`src/rtl/totd_trigger_gen.sv`:
```
// totd_trigger_gen: strobe-paced ToTd trigger with two-sided amplitude window, sliding occupancy and multiplicity.
// Define TOTD_GEN_HOLDOFF_EN to add a HOLDOFF-strobe retrigger holdoff after each TRIG.
module totd_trigger_gen #(
    parameter int NCH       = 3,
    parameter int ADC_BITS  = 12,
    parameter int INT_BITS  = 19,
    parameter int MAX_WIDTH = 120,
    parameter int WL_BITS   = 7
) (
    input  logic                                    CLK120,
    input  logic                                    RESET,
    input  logic                                    STROBE,
    input  logic                                    CLEAR,
    input  logic [NCH*ADC_BITS-1:0]                 ADC,
    input  logic [NCH*INT_BITS-1:0]                 INTG,
    input  logic [NCH*ADC_BITS-1:0]                 THRES,
    input  logic [NCH*ADC_BITS-1:0]                 UP,
    input  logic [NCH-1:0]                          TRIG_ENABLE,
    input  logic [$clog2(NCH+1)-1:0]                MULTIPLICITY,
    input  logic [WL_BITS-1:0]                      WIN_LEN,
    input  logic [WL_BITS-1:0]                      OCCUPANCY,
    input  logic [INT_BITS-1:0]                     INT_MIN,
    input  logic [15:0]                             HOLDOFF,
    output logic                                    TRIG,
    output logic [NCH-1:0]                          SB_TRIG,
    output logic [NCH*$clog2(MAX_WIDTH+1)-1:0]      OCC
);
    localparam int MW = $clog2(NCH+1);
    localparam int OW = $clog2(MAX_WIDTH+1);

    logic [NCH*ADC_BITS-1:0] r_adc, r_thres, r_up;
    logic [NCH*INT_BITS-1:0] r_intg1, r_intg2, r_intg3;
    logic [NCH-1:0]          r_en, r_hit, w_hit, w_sb;
    logic [WL_BITS-1:0]      r_wl, w_wl, w_tap;
    logic [MW-1:0]           w_cnt;
    logic                    r_trig_now, w_cond, w_fire, w_clr;

    assign w_wl  = (WIN_LEN == '0) ? WL_BITS'(1) :
                   (32'(WIN_LEN) > MAX_WIDTH) ? WL_BITS'(MAX_WIDTH) : WIN_LEN;
    assign w_tap = w_wl - WL_BITS'(1);
    // A window-length change realigns every count to the new tap by clearing.
    assign w_clr = CLEAR || (w_wl != r_wl);

    for (genvar c = 0; c < NCH; c++) begin : g_ch
        logic [MAX_WIDTH-1:0] r_win;
        logic [OW-1:0]        r_occ;
        logic                 w_old;
        assign w_hit[c] = (r_thres[c*ADC_BITS +: ADC_BITS] < r_adc[c*ADC_BITS +: ADC_BITS]) &&
                          (r_adc[c*ADC_BITS +: ADC_BITS] <= r_up[c*ADC_BITS +: ADC_BITS]) && r_en[c];
        assign w_old    = r_win[w_tap];
        assign w_sb[c]  = (32'(r_occ) > 32'(OCCUPANCY)) && (r_intg3[c*INT_BITS +: INT_BITS] > INT_MIN);
        assign OCC[c*OW +: OW] = r_occ;
        always_ff @(posedge CLK120 or posedge RESET) begin
            if (RESET) begin
                r_win <= '0;
                r_occ <= '0;
            end else if (w_clr) begin
                r_win <= '0;
                r_occ <= '0;
            end else if (STROBE) begin
                r_win <= (r_win << 1) | MAX_WIDTH'(r_hit[c]);
                r_occ <= (r_hit[c] && !w_old) ? r_occ + OW'(1) :
                         (!r_hit[c] && w_old) ? r_occ - OW'(1) : r_occ;
            end
        end
    end

    always_comb begin
        w_cnt = '0;
        for (int k = 0; k < NCH; k++) w_cnt = w_cnt + MW'(SB_TRIG[k]);
    end

    assign w_cond = (w_cnt >= MULTIPLICITY) && (MULTIPLICITY != '0);

`ifdef TOTD_GEN_HOLDOFF_EN
    logic [15:0] r_hold;
    assign w_fire = w_cond && !r_trig_now && (r_hold == '0);
    always_ff @(posedge CLK120 or posedge RESET) begin
        if (RESET)       r_hold <= '0;
        else if (w_clr)  r_hold <= '0;
        else if (STROBE) r_hold <= w_fire ? HOLDOFF : (r_hold != '0) ? r_hold - 16'd1 : r_hold;
    end
`else
    logic w_unused_holdoff;
    assign w_unused_holdoff = ^HOLDOFF;
    assign w_fire = w_cond && !r_trig_now;
`endif

    always_ff @(posedge CLK120 or posedge RESET) begin
        if (RESET) begin
            r_adc      <= '0;
            r_thres    <= '0;
            r_up       <= '0;
            r_en       <= '0;
            r_intg1    <= '0;
            r_intg2    <= '0;
            r_intg3    <= '0;
            r_hit      <= '0;
            r_wl       <= '0;
            r_trig_now <= 1'b0;
            SB_TRIG    <= '0;
            TRIG       <= 1'b0;
        end else begin
            r_wl <= w_wl;
            if (STROBE) begin
                r_adc   <= ADC;
                r_thres <= THRES;
                r_up    <= UP;
                r_en    <= TRIG_ENABLE;
                r_intg1 <= INTG;
                r_intg2 <= r_intg1;
                r_intg3 <= r_intg2;
            end
            if (w_clr) begin
                r_hit      <= '0;
                SB_TRIG    <= '0;
                r_trig_now <= 1'b0;
                TRIG       <= 1'b0;
            end else if (STROBE) begin
                r_hit      <= w_hit;
                SB_TRIG    <= w_sb;
                r_trig_now <= w_cond;
                TRIG       <= w_fire;
            end else begin
                TRIG <= 1'b0;
            end
        end
    end
endmodule

```
`config.mk`:
```
export PLATFORM = sky130hd
export DESIGN_NAME = totd_trigger_gen
export DESIGN_NICKNAME = d
export VERILOG_FILES = /design/src/rtl/totd_trigger_gen.sv
export SDC_FILE = /design/constraint.sdc
export NUM_CORES = 2
export LEC_CHECK = 0
export CAP_MARGIN = 20
export CORE_MARGIN = 8
export CORE_UTILIZATION = 40
export DETAILED_ROUTE_END_ITERATION = 8
export SLEW_MARGIN = 25
export SYNTH_ARGS = -nofsm -noshare
export SYNTH_HDL_FRONTEND = slang
export SYNTH_SLANG_ARGS = --single-unit
export TNS_END_PERCENT = 10
```
`constraint.sdc`:
```
create_clock -name CLK120 -period 23.5 [get_ports CLK120]
set_input_delay 5.875 -clock CLK120 [delete_from_list [all_inputs] [get_ports CLK120]]
set_output_delay 5.875 -clock CLK120 [all_outputs]
set_load 0.02 [all_outputs]
```
==> run summary <==
cts hold-fix bufs: 0
Setup Fix Bufs, Post-CTS: 0
cts repair resizes: 0
clock power share: 0.430
layout cells sized above 1: 0.1391
Critical Path End Type: register
Avg Inst Size Synth: 11.39 sq um
crit path kind: in -> reg
relative slew slack: 0.2600
Peak VDD IR: 0.00005505 V
row cnt: 107
# nets final: 3550
crit path buf inv count: 5
CP max-delay cell: buf_4
Seq pwr share: 0.445
hold_ws: 0.4758 ns
first-pass GRT wire length: 133.5 mm
cell repeated most along the worst path: a21oi_1
cells along the critical path: clkdlybuf4s50_1, nor3_4, a22o_2, buf_4, inv_2, ha_4, buf_4, mux4_2, nand2_1, a21oi_1, o31ai_1, o22ai_1, nor3b_1, inv_1, ha_1, nor2b_1, o21ai_0, nand2b_1, a21o_1, a21oi_1, or4_1, a21o_1, a21oi_1
Initial Util: 0.4023
Die Wd: 308.2 microns
Worst Reg-to-Reg Cells: 18
Final HPWL DP: 55.14 mm
Critical Path Stages: 23
pwr dens: 70.90 nW/um^2
switching pwr: 0.0007228 W
Place WS: 9.934 ns
Residual DRC: 0
synth warn: 0
worst hold-check path type: reg -> reg
largest area contributor in the netlist: dfrtp_1
Synth cell types: 77
drt first pass iters: 8
f_max: 0.07696 GHz
Fin Setup TNS: 0 ns
die height: 308.2 microns
Tcrit/Tclk final: 0.5529
CP arrival: 13.54 ns
fillers: 7595
status: complete, no violations
ys flop type: dfrtp_1
syn nets: 3393
Post-Route Utilization: 0.4728
critical path endpoint: g_ch[1].r_occ[6]
vias in the first global route: 24110
synthesis-to-finish area growth: 17.52%
most common cell in the netlist: dfrtp_1
CORE AREA: 84880 sq um
Final ANT Viol Nets: 0
post-synthesis cell count: 2998
r2r startpoint: g_ch[1].r_win[48]
worst skew pair latency: 0.64 ns
largest net degree at the start of global routing: 236
RSZ-0062 raised after global routing: false
Net Sw Frac: 0.2540
CP max stage delay: 0.84 ns
grt total ovfl: 0
register area share after synthesis: 0.4969
maxcap violations: 0
depth of the CTS H-tree: 3
WP data required: 24.04 ns
Via density: 5.296
Bufs on Longest Clock Path: 3
largest cells by area after synthesis: dfrtp_1, mux2i_1, mux2_2
CTS root buf: clkbuf_16
reg2reg setup slack: 18.66 ns
Comb pwr share: 0.125
clock tree from TritonCTS: built
delay-heaviest family, CP: buffers and inverters
final WL: 82.44 mm
EDFF count, synth: 0
post-layout min period: 12.99 ns
HP Start: r_trig_now
leak pwr: 17.97 nW
post-synth top area share: 0.4969
total track usage: 0.1721
synth cell count leaders: dfrtp_1, mux2i_1, nor2_1, mux2_2, ha_1
Least-Margin Pin Slew: 1.110 ns
number of DRC markers in iteration 0: 1595
Die Footprint: 94970 sq um
Top Ports: 248
# setup viols final: 0
skew final: 0.02825 ns
#FFs+latches synth: 678
initial antenna violation count: 0
Final Hold Vio Count: 0
Num CTS Buffers: 78
via count: 23080
reg-to-reg critical path endpoint: g_ch[1].r_occ[6]
Slew Limit Fails: 0
clock slew seen by the registers of the worst setup and hold paths: 0.06 ns
CP startpoint kind: primary input
Internal: 0.002122 W
maximum fanout along the worst path: 56
CTS Sinks: 678
Port Buf Inserts: 231
GP Congestion: 0.8611
antenna fix cells: 0
share of synthesized flip-flops with an asynchronous set or reset: 1.000
final setup margin: 10.51 ns
Setup crit start: WIN_LEN[4]
Overall Power: 0.002845 W
WL/cell: 18.92 microns
Cell Area, Synth: 34150 sq um
## worst reg2reg max path, stage by stage, from the launching register on
cell,delay [ns]
dfrtp_1,0.46
nand2b_1,0.11
a22oi_1,0.06
nor3_1,0.32
a31oi_1,0.08
a221oi_1,0.39
o2111a_1,0.33
a211oi_2,0.13
nor3b_1,0.74
inv_1,0.32
ha_1,0.41
nor2b_1,0.17
o21ai_0,0.09
nand2b_1,0.11
a21o_1,0.12
a21oi_1,0.09
or4_1,0.50
a21o_1,0.17
a21oi_1,0.15
## layout make-up
cell class | instances | area [sq um] | share of cell area
Clock buffer | 111 | 2266 | 0.05647
Clock inverter | 28 | 365.4 | 0.009105
Sequential cell | 678 | 16970 | 0.4228
Multi-Input combinational cell | 2018 | 15990 | 0.3984
Inverter | 115 | 435.4 | 0.01085
Tap cell | 1144 | 1431 | 0.03567
Timing Repair Buffer | 264 | 2675 | 0.06666
## cells by family after synthesis
family / share of synthesized area
simple gates: 0.09923
fa+ha+maj: 0.06390
buf+inv: 0.03587
flops: 0.4969
xor+xnor: 0.004617
mux: 0.2245
compound gates: 0.07497
## sequential cells by signal, summed over array words and instances, names as in the netlist, 21 cells and up
| name | flops |
|---|---|
| r_up | 36 |
| g_ch.r_occ | 21 |
| r_intg1 | 57 |
| g_ch.r_win | 360 |
| r_intg2 | 57 |
| r_adc | 36 |
| r_thres | 36 |
| r_intg3 | 57 |
## cell usage in the layout, fill, tap and decap left out, types with 45 or more instances in the layout
| master | Yosys | routed |
|---|---|---|
| clkbuf_16 | 0 | 78 |
| a21oi_1 | 64 | 64 |
| mux2i_1 | 424 | 424 |
| inv_1 | 114 | 113 |
| nand3_1 | 75 | 75 |
| dfrtp_1 | 678 | 678 |
| nor2_1 | 385 | 384 |
| o21ai_0 | 115 | 114 |
| ha_1 | 168 | 167 |
| a21o_1 | 59 | 59 |
| mux4_2 | 45 | 45 |
| clkdlybuf4s50_1 | 0 | 230 |
| nand2_1 | 143 | 143 |
| mux2_2 | 214 | 214 |
## stage by stage
step / instance area (sq um) / cells
after floorplan: 34150 / 2998
after global placement: 37410 / 4216
after detailed placement: 37430 / 4217
after CTS: 40070 / 4356
after global routing: 40130 / 4358
final: 40130 / 4358
## how the worst min path moves through the flow
stage | to | cells past startpoint
2_1_floorplan | TRIG | 1
3_3_place_gp | TRIG | 1
3_5_place_dp | TRIG | 1
4_1_cts | r_intg3[0] | 2
5_1_grt | TRIG | 1
6_report | TRIG | 1
## layer usage
| metal | vias to the layer above | routed length [microns] | global-route usage |
|---|---|---|---|
| met4 | 0 | 1713 | 0.04928 |
| met1 | 11590 | 37440 | 0.2344 |
| li1 | 10920 | - | - |
| met3 | 111 | 3787 | 0.02887 |
| met5 | - | 0 | 0 |
| met2 | 465 | 39500 | 0.2824 |
## power by group through the flow
| stage | logic [W] | registers (W) | clock network [W] |
|---|---|---|---|
| 4_1_cts | 0.000360 | 0.00127 | 0.00126 |
| 6_report | 0.000356 | 0.00127 | 0.00122 |
| 3_3_place_gp | 0.000349 | 0.00128 | 0 |
| 3_5_place_dp | 0.000358 | 0.00129 | 0 |
| 2_1_floorplan | 0.000248 | 0.00127 | 0 |
| 5_1_grt | 0.000396 | 0.00127 | 0.00131 |
(Power assumes the default switching activity.)
